<file path="src/rtl/uctl_cdc_hs_sender.sv">
// Source side of a four-phase req/ack handshake across clock domains.
// Captures a word on valid/ready, raises reqOut and waits for the remote ack to rise and fall.
module uctl_cdc_hs_sender #(
  parameter int DATA_WIDTH = 32,
  parameter bit BYPASS     = 1'b0
) (
  input  logic                  clk,
  input  logic                  reset,
  input  logic                  srcValid,
  input  logic [DATA_WIDTH-1:0] srcData,
  output logic                  srcReady,
  input  logic                  ackIn,
  output logic                  reqOut,
  output logic [DATA_WIDTH-1:0] dataOut,
  output logic                  busy,
  output logic                  done
);

  typedef enum logic [1:0] {
    IDLE   = 2'd0,
    REQ_HI = 2'd1,
    REQ_LO = 2'd2
  } state_t;

  state_t                  state_r;
  state_t                  state_nxt_s;
  logic                    ack_sync_s;
  logic                    accept_s;
  logic                    done_nxt_s;
  logic                    req_r;
  logic                    done_r;
  logic [DATA_WIDTH-1:0]   data_r;

  generate
    if (BYPASS == 1'b0) begin : g_sync
      logic ack_meta_r;
      logic ack_sync_r;

      // Two-flop synchronizer for the asynchronous acknowledge.
      always_ff @(posedge clk or negedge reset) begin
        if (!reset) begin
          ack_meta_r <= 1'b0;
          ack_sync_r <= 1'b0;
        end else begin
          ack_meta_r <= ackIn;
          ack_sync_r <= ack_meta_r;
        end
      end

      assign ack_sync_s = ack_sync_r;
    end else begin : g_bypass
      assign ack_sync_s = ackIn;
    end
  endgenerate

  // A stale high ack in IDLE blocks new requests until the remote side releases it.
  assign srcReady = (state_r == IDLE) && !ack_sync_s;
  assign accept_s = srcValid && srcReady;

  // Next-state logic for the four-phase handshake.
  always_comb begin
    state_nxt_s = state_r;
    done_nxt_s  = 1'b0;
    case (state_r)
      IDLE: begin
        if (accept_s) begin
          state_nxt_s = REQ_HI;
        end else begin
          state_nxt_s = IDLE;
        end
      end
      REQ_HI: begin
        if (ack_sync_s) begin
          state_nxt_s = REQ_LO;
        end else begin
          state_nxt_s = REQ_HI;
        end
      end
      REQ_LO: begin
        if (!ack_sync_s) begin
          state_nxt_s = IDLE;
          done_nxt_s  = 1'b1;
        end else begin
          state_nxt_s = REQ_LO;
        end
      end
      default: begin
        state_nxt_s = IDLE;
      end
    endcase
  end

  // State and registered outputs; dataOut only loads on accept so it is stable for the whole transfer.
  always_ff @(posedge clk or negedge reset) begin
    if (!reset) begin
      state_r <= IDLE;
      req_r   <= 1'b0;
      done_r  <= 1'b0;
      data_r  <= {DATA_WIDTH{1'b0}};
    end else begin
      state_r <= state_nxt_s;
      req_r   <= (state_nxt_s == REQ_HI);
      done_r  <= done_nxt_s;
      if (accept_s) begin
        data_r <= srcData;
      end
    end
  end

  assign reqOut  = req_r;
  assign dataOut = data_r;
  assign done    = done_r;
  assign busy    = (state_r != IDLE);

endmodule

</file>
<file path="config.mk">
export PLATFORM = sky130hd
export DESIGN_NAME = uctl_cdc_hs_sender
export DESIGN_NICKNAME = d
export VERILOG_FILES = /design/src/rtl/uctl_cdc_hs_sender.sv
export SDC_FILE = /design/constraint.sdc
export NUM_CORES = 1
export LEC_CHECK = 0
export BUFFER_PORTS_ARGS = -buffer_cell sky130_fd_sc_hd__buf_2
export CAP_MARGIN = 20
export CORE_ASPECT_RATIO = 1.1
export CORE_UTILIZATION = 44
export DETAILED_ROUTE_END_ITERATION = 10
export PLACE_DENSITY = 0.84
export RECOVER_POWER = 25
export SYNTH_ARGS = -nofsm -noshare
export SYNTH_HDL_FRONTEND = slang
export SYNTH_SLANG_ARGS = --single-unit
export TNS_END_PERCENT = 10
</file>
<file path="constraint.sdc">
create_clock -name clk -period 1.9 [get_ports clk]
set_input_delay 0.475 -clock clk [delete_from_list [all_inputs] [get_ports clk]]
set_output_delay 0.475 -clock clk [all_outputs]
set_load 0.01 [all_outputs]
</file>
# Word-level counts from Yosys, hierarchy flattened
# Index checks and enable logic that the tools add are counted.
[word_totals] output_inout_bits=36 word_cells=20 regBits=38 inputBits=36
[op_classes] muxes=6 eq_ne=3 n_reduce_logical=5
[ops] operator="$pmux W2 S3" count=1
[ops] operator="$eq A2 B1 Y1 const B" count=2
[ops] operator="$mux W2" count=2
[ops] operator="$mux W1" count=3
[ops] operator="$eq A2 B2 Y1 const B" count=1
[ops] operator="$logic_and A1 B1 Y1" count=2
[ops] operator="$logic_not A2 Y1" count=1
[ops] operator="$reduce_bool A2 Y1" count=1
[ops] operator="$logic_not A1 Y1" count=1

# Logic depth before layout (Yosys ltp)
[depth] word_depth=6 mapped_depth=4 mapped_depth_nobuf=2

# Worst setup path after synthesis
# OpenSTA, ideal clock, no wires.
[synth_path] path_kind="register -> register" startpoint="register state_r[1]" endpoint="register data_r[0], in the netlist dataOut[0]" t_required_ns=1.775 synth_period_minus_slack_ns=1.517 n_path_buf=2 setup_ns=0.125 path_stages_with_launch=5 setup_slack_ns=0.383 t_arrival_ns=1.392 cell_sequence="dfrtp_1 buf_6 nor4b_4 buf_6 mux2_2"
[synth_between] elab_chain_cells=3
[synth_lines] item="start: declaration" line_no="25" text="state_t state_r;"
[synth_lines] item="start signal: assignment" line_no="101" text="state_r <= state_nxt_s;"
[synth_lines] item="$logic_not A2 Y1" line_no="57" text="assign srcReady = (state_r == IDLE) && !ack_sync_s;"
[synth_lines] item="$logic_and A1 B1 Y1" line_no="57"
[synth_lines] item="$logic_and A1 B1 Y1" line_no="58" text="assign accept_s = srcValid && srcReady;"
[synth_lines] item="end signal: assignment" line_no="99" text="data_r <= {DATA_WIDTH{1'b0}};"
[synth_lines] item="end signal: assignment" line_no="105" text="data_r <= srcData;"
[synth_lines] item="end: declaration" line_no="32" text="logic [DATA_WIDTH-1:0] data_r;"
# Every way passes these cells.
# A chain may end at the register's enable or synchronous reset.

# Worst setup path after layout
[layout_path] startpoint="register state_r[1]" endpoint="output port busy"
[layout_between] elab_chain_cells=1
[layout_lines] item="$reduce_bool A2 Y1" line_no="113" text="assign busy = (state_r != IDLE);"
[layout_lines] item="end: declaration" line_no="15" text="output logic busy,"
# Every way passes these cells.

==> impl_metrics.toml <==
[status]
status = "finished clean"

[routing]
wl_um = 2548
first_pass_iters = 3
post_drt_wl_per_cell_um = 13.20
ant_nets = 0
drc = 0
vias = 961
via_per_inst = 4.979
dr.first_iter.drc_count = 18

[floorplanning]
ios = 72
initial_core_util = 0.4644
die_h_um = 61.74
dieArea_mm2 = 0.003477
die_w_um = 56.31
row_count = 21
coreArea_mm2 = 0.003074

[place]
gp_congestion = 0.6635
dpl_worst_slack_ps = 336.0
port_buffers = 71
place_area_mm2 = 0.001800

[setup_path]
reg2reg_slack_ps = 370
cp-startpoint = "state_r[1]"
start_kind = "register"
r2r_start = "state_r[1]"
critPathRequiredTime_ps = 1420
path_cells = "or2_2, buf_2"
slowest_delay_ps = 480
crit_type = "reg -> out"
regToRegEndpoint = "dataOut[27]"
worstPathMaxFanout = 7
crit_slowest_cell = "dfrtp_1"
cp-end-kind = "output port"
reg2reg_depth = 3
crit_arrival_ps = 1260

[sta]
fin_hold_ws_ps = 250.0
tns_ps = 0
hold_violations = 0
relSlewSlack = 0.4070
post-route-period-util = 0.9146
setup_viol = 0
layout_min_cycle_time_ps = 1738
slew_viol_final = 0
fin_ws_ps = 162.3
rsz0062_at_grt = "false"
worst_pin_slew_ps = 889.4
skew_ps = 7.345
clock.fmax_mhz = 575.5

[clock_tree]
cts_setup_buffers = 0
clkSinkCount = 38
cts_made_buffers = 5
cts_htree_levels = 2
cts.path.max_buffers = 2
cts_tree = "yes"
ctsHoldBuffers = 0
root_buffer = "clkbuf_4"
worstSkewPairLatency_ps = 330
ctsResizeCount = 0
clk_pin_slew_worst_paths_ps = 110

[synth]
synthCells = 83
synth-seq-cells = 38
synth_top_area_frac = 0.6661
syn_area_per_cell_um2 = 17.20
yosysSeqAreaShare = 0.6661
synth.cell_area_mm2 = 0.001428
synth_area_leaders = "dfrtp_1 67%, mux2_2 25%, buf_6 3.2%, nor4b_4 1.7%, nor3_1 1.1%"
yosysWarnings = 0
synth_area_leader_cell = "dfrtp_1"
synth_fp_nets = 119
synth.distinct_cells = 10

[global_route]
grt_util_all_layers = 0.1652
grt_pass1_vias = 1002
antenna_found_initial = 0
grt_pass1_wl_um = 4209
grt_max_degree = 39
grt_overflow_total = 0

[worst_hold_path]
hold_path.class = "in -> async"

[finish]
num_antenna_cells = 0
fill_cells = 247
drive_gt1_frac = 0.7170
final_area_mm2 = 0.001879
multi_input_area_um2 = 431.7
seq_area_um2 = 950.9
fin_util = 0.6113
nets = 194
syn_to_final_growth_pct = 31.64

[power]
power.leakage_nw = 0.9351
p_per_area_mw_per_mm2 = 1188
ir_drop_mv = 0.8257

[run]
cap_violations = 0
[layout make-up]
type | count | area share
repair buffers | 72 | 0.1997
well taps | 34 | 0.02264
flip-flops and latches | 38 | 0.5060
multi-input cells | 41 | 0.2297
clock buffers | 8 | 0.04194
[synthesized netlist by cell type]
cell     number
xor2_1        1
or2_2         1
buf_6         4
nor3_1        3
mux2_2       32
nor2_1        1
nor3b_1       1
and2_1        1
nor4b_4       1
dfrtp_1      38
[metrics by stage]
stage          total power (W)  instances
4_1_cts               0.002270        193
3_3_place_gp          0.001734        185
5_1_grt               0.002367        193
2_1_floorplan         0.001476         83
6_report              0.002233        193
3_5_place_dp          0.001771        185
[per-layer routing]
metal / routed length [µm] / up-vias / global-route usage / part of all wire
li1: - / 437 / - / -
met1: 1019 / 469 / 0.1692 / 0.40
met5: 0 / - / 0 / 0
met2: 1293 / 48 / 0.3061 / 0.51
met4: 43 / 0 / 0.1010 / 0.017
met3: 191 / 7 / 0.04969 / 0.075
[flip-flops by register name, indices dropped and copies added (netlist names)]
register,flops
dataOut,32
state_r,2
ack_sync_s,1
done,1
g_sync.ack_meta_r,1
reqOut,1
[placed cells by master (no fill, tap or decap), drive strengths merged]
cell | Yosys | final
dfrtp | 38 | 38
and2 | 1 | 1
clkbuf | 0 | 9
nor3b | 1 | 1
nor3 | 3 | 3
xor2 | 1 | 1
nor4b | 1 | 1
nor2 | 1 | 1
buf | 4 | 71
or2 | 1 | 1
mux2 | 32 | 32
[critical path, delay by kind of cell, from the launching register on]
family                 cells  cell delay [ps]
flip-flops                 1              480
AND/OR/NAND/NOR            1              320
buffers and inverters      1              140
[power by group]
part	total, W	internal (W)	switching, W	leakage (nW)
registers	0.00112	0.00101	0.000108	0.451
logic	0.000617	0.000339	0.000278	0.440
clock network	0.000494	0.000253	0.000241	0.0446
[how the worst max path moves through the flow]
stage / endpoint / slack, ps / depth (start not counted)
final: busy / 160 / 2
after floorplan: dataOut[0] / 380 / 4
after global routing: busy / 90 / 2
after CTS: busy / 130 / 2
after detailed placement: dataOut[28] / 340 / 4
after global placement: dataOut[9] / 390 / 4
[logic make-up (layout without fill, tap and decap cells)]
logic type | Yosys count | in the layout | share of synthesized area
multiplexers | 32 | 32 | 0.2524
XOR/XNOR | 1 | 1 | 0.006136
buffers and inverters | 4 | 80 | 0.03155
AND/OR/NAND/NOR | 8 | 8 | 0.04382
flip-flops | 38 | 38 | 0.6661
(Power assumes the default switching activity.)
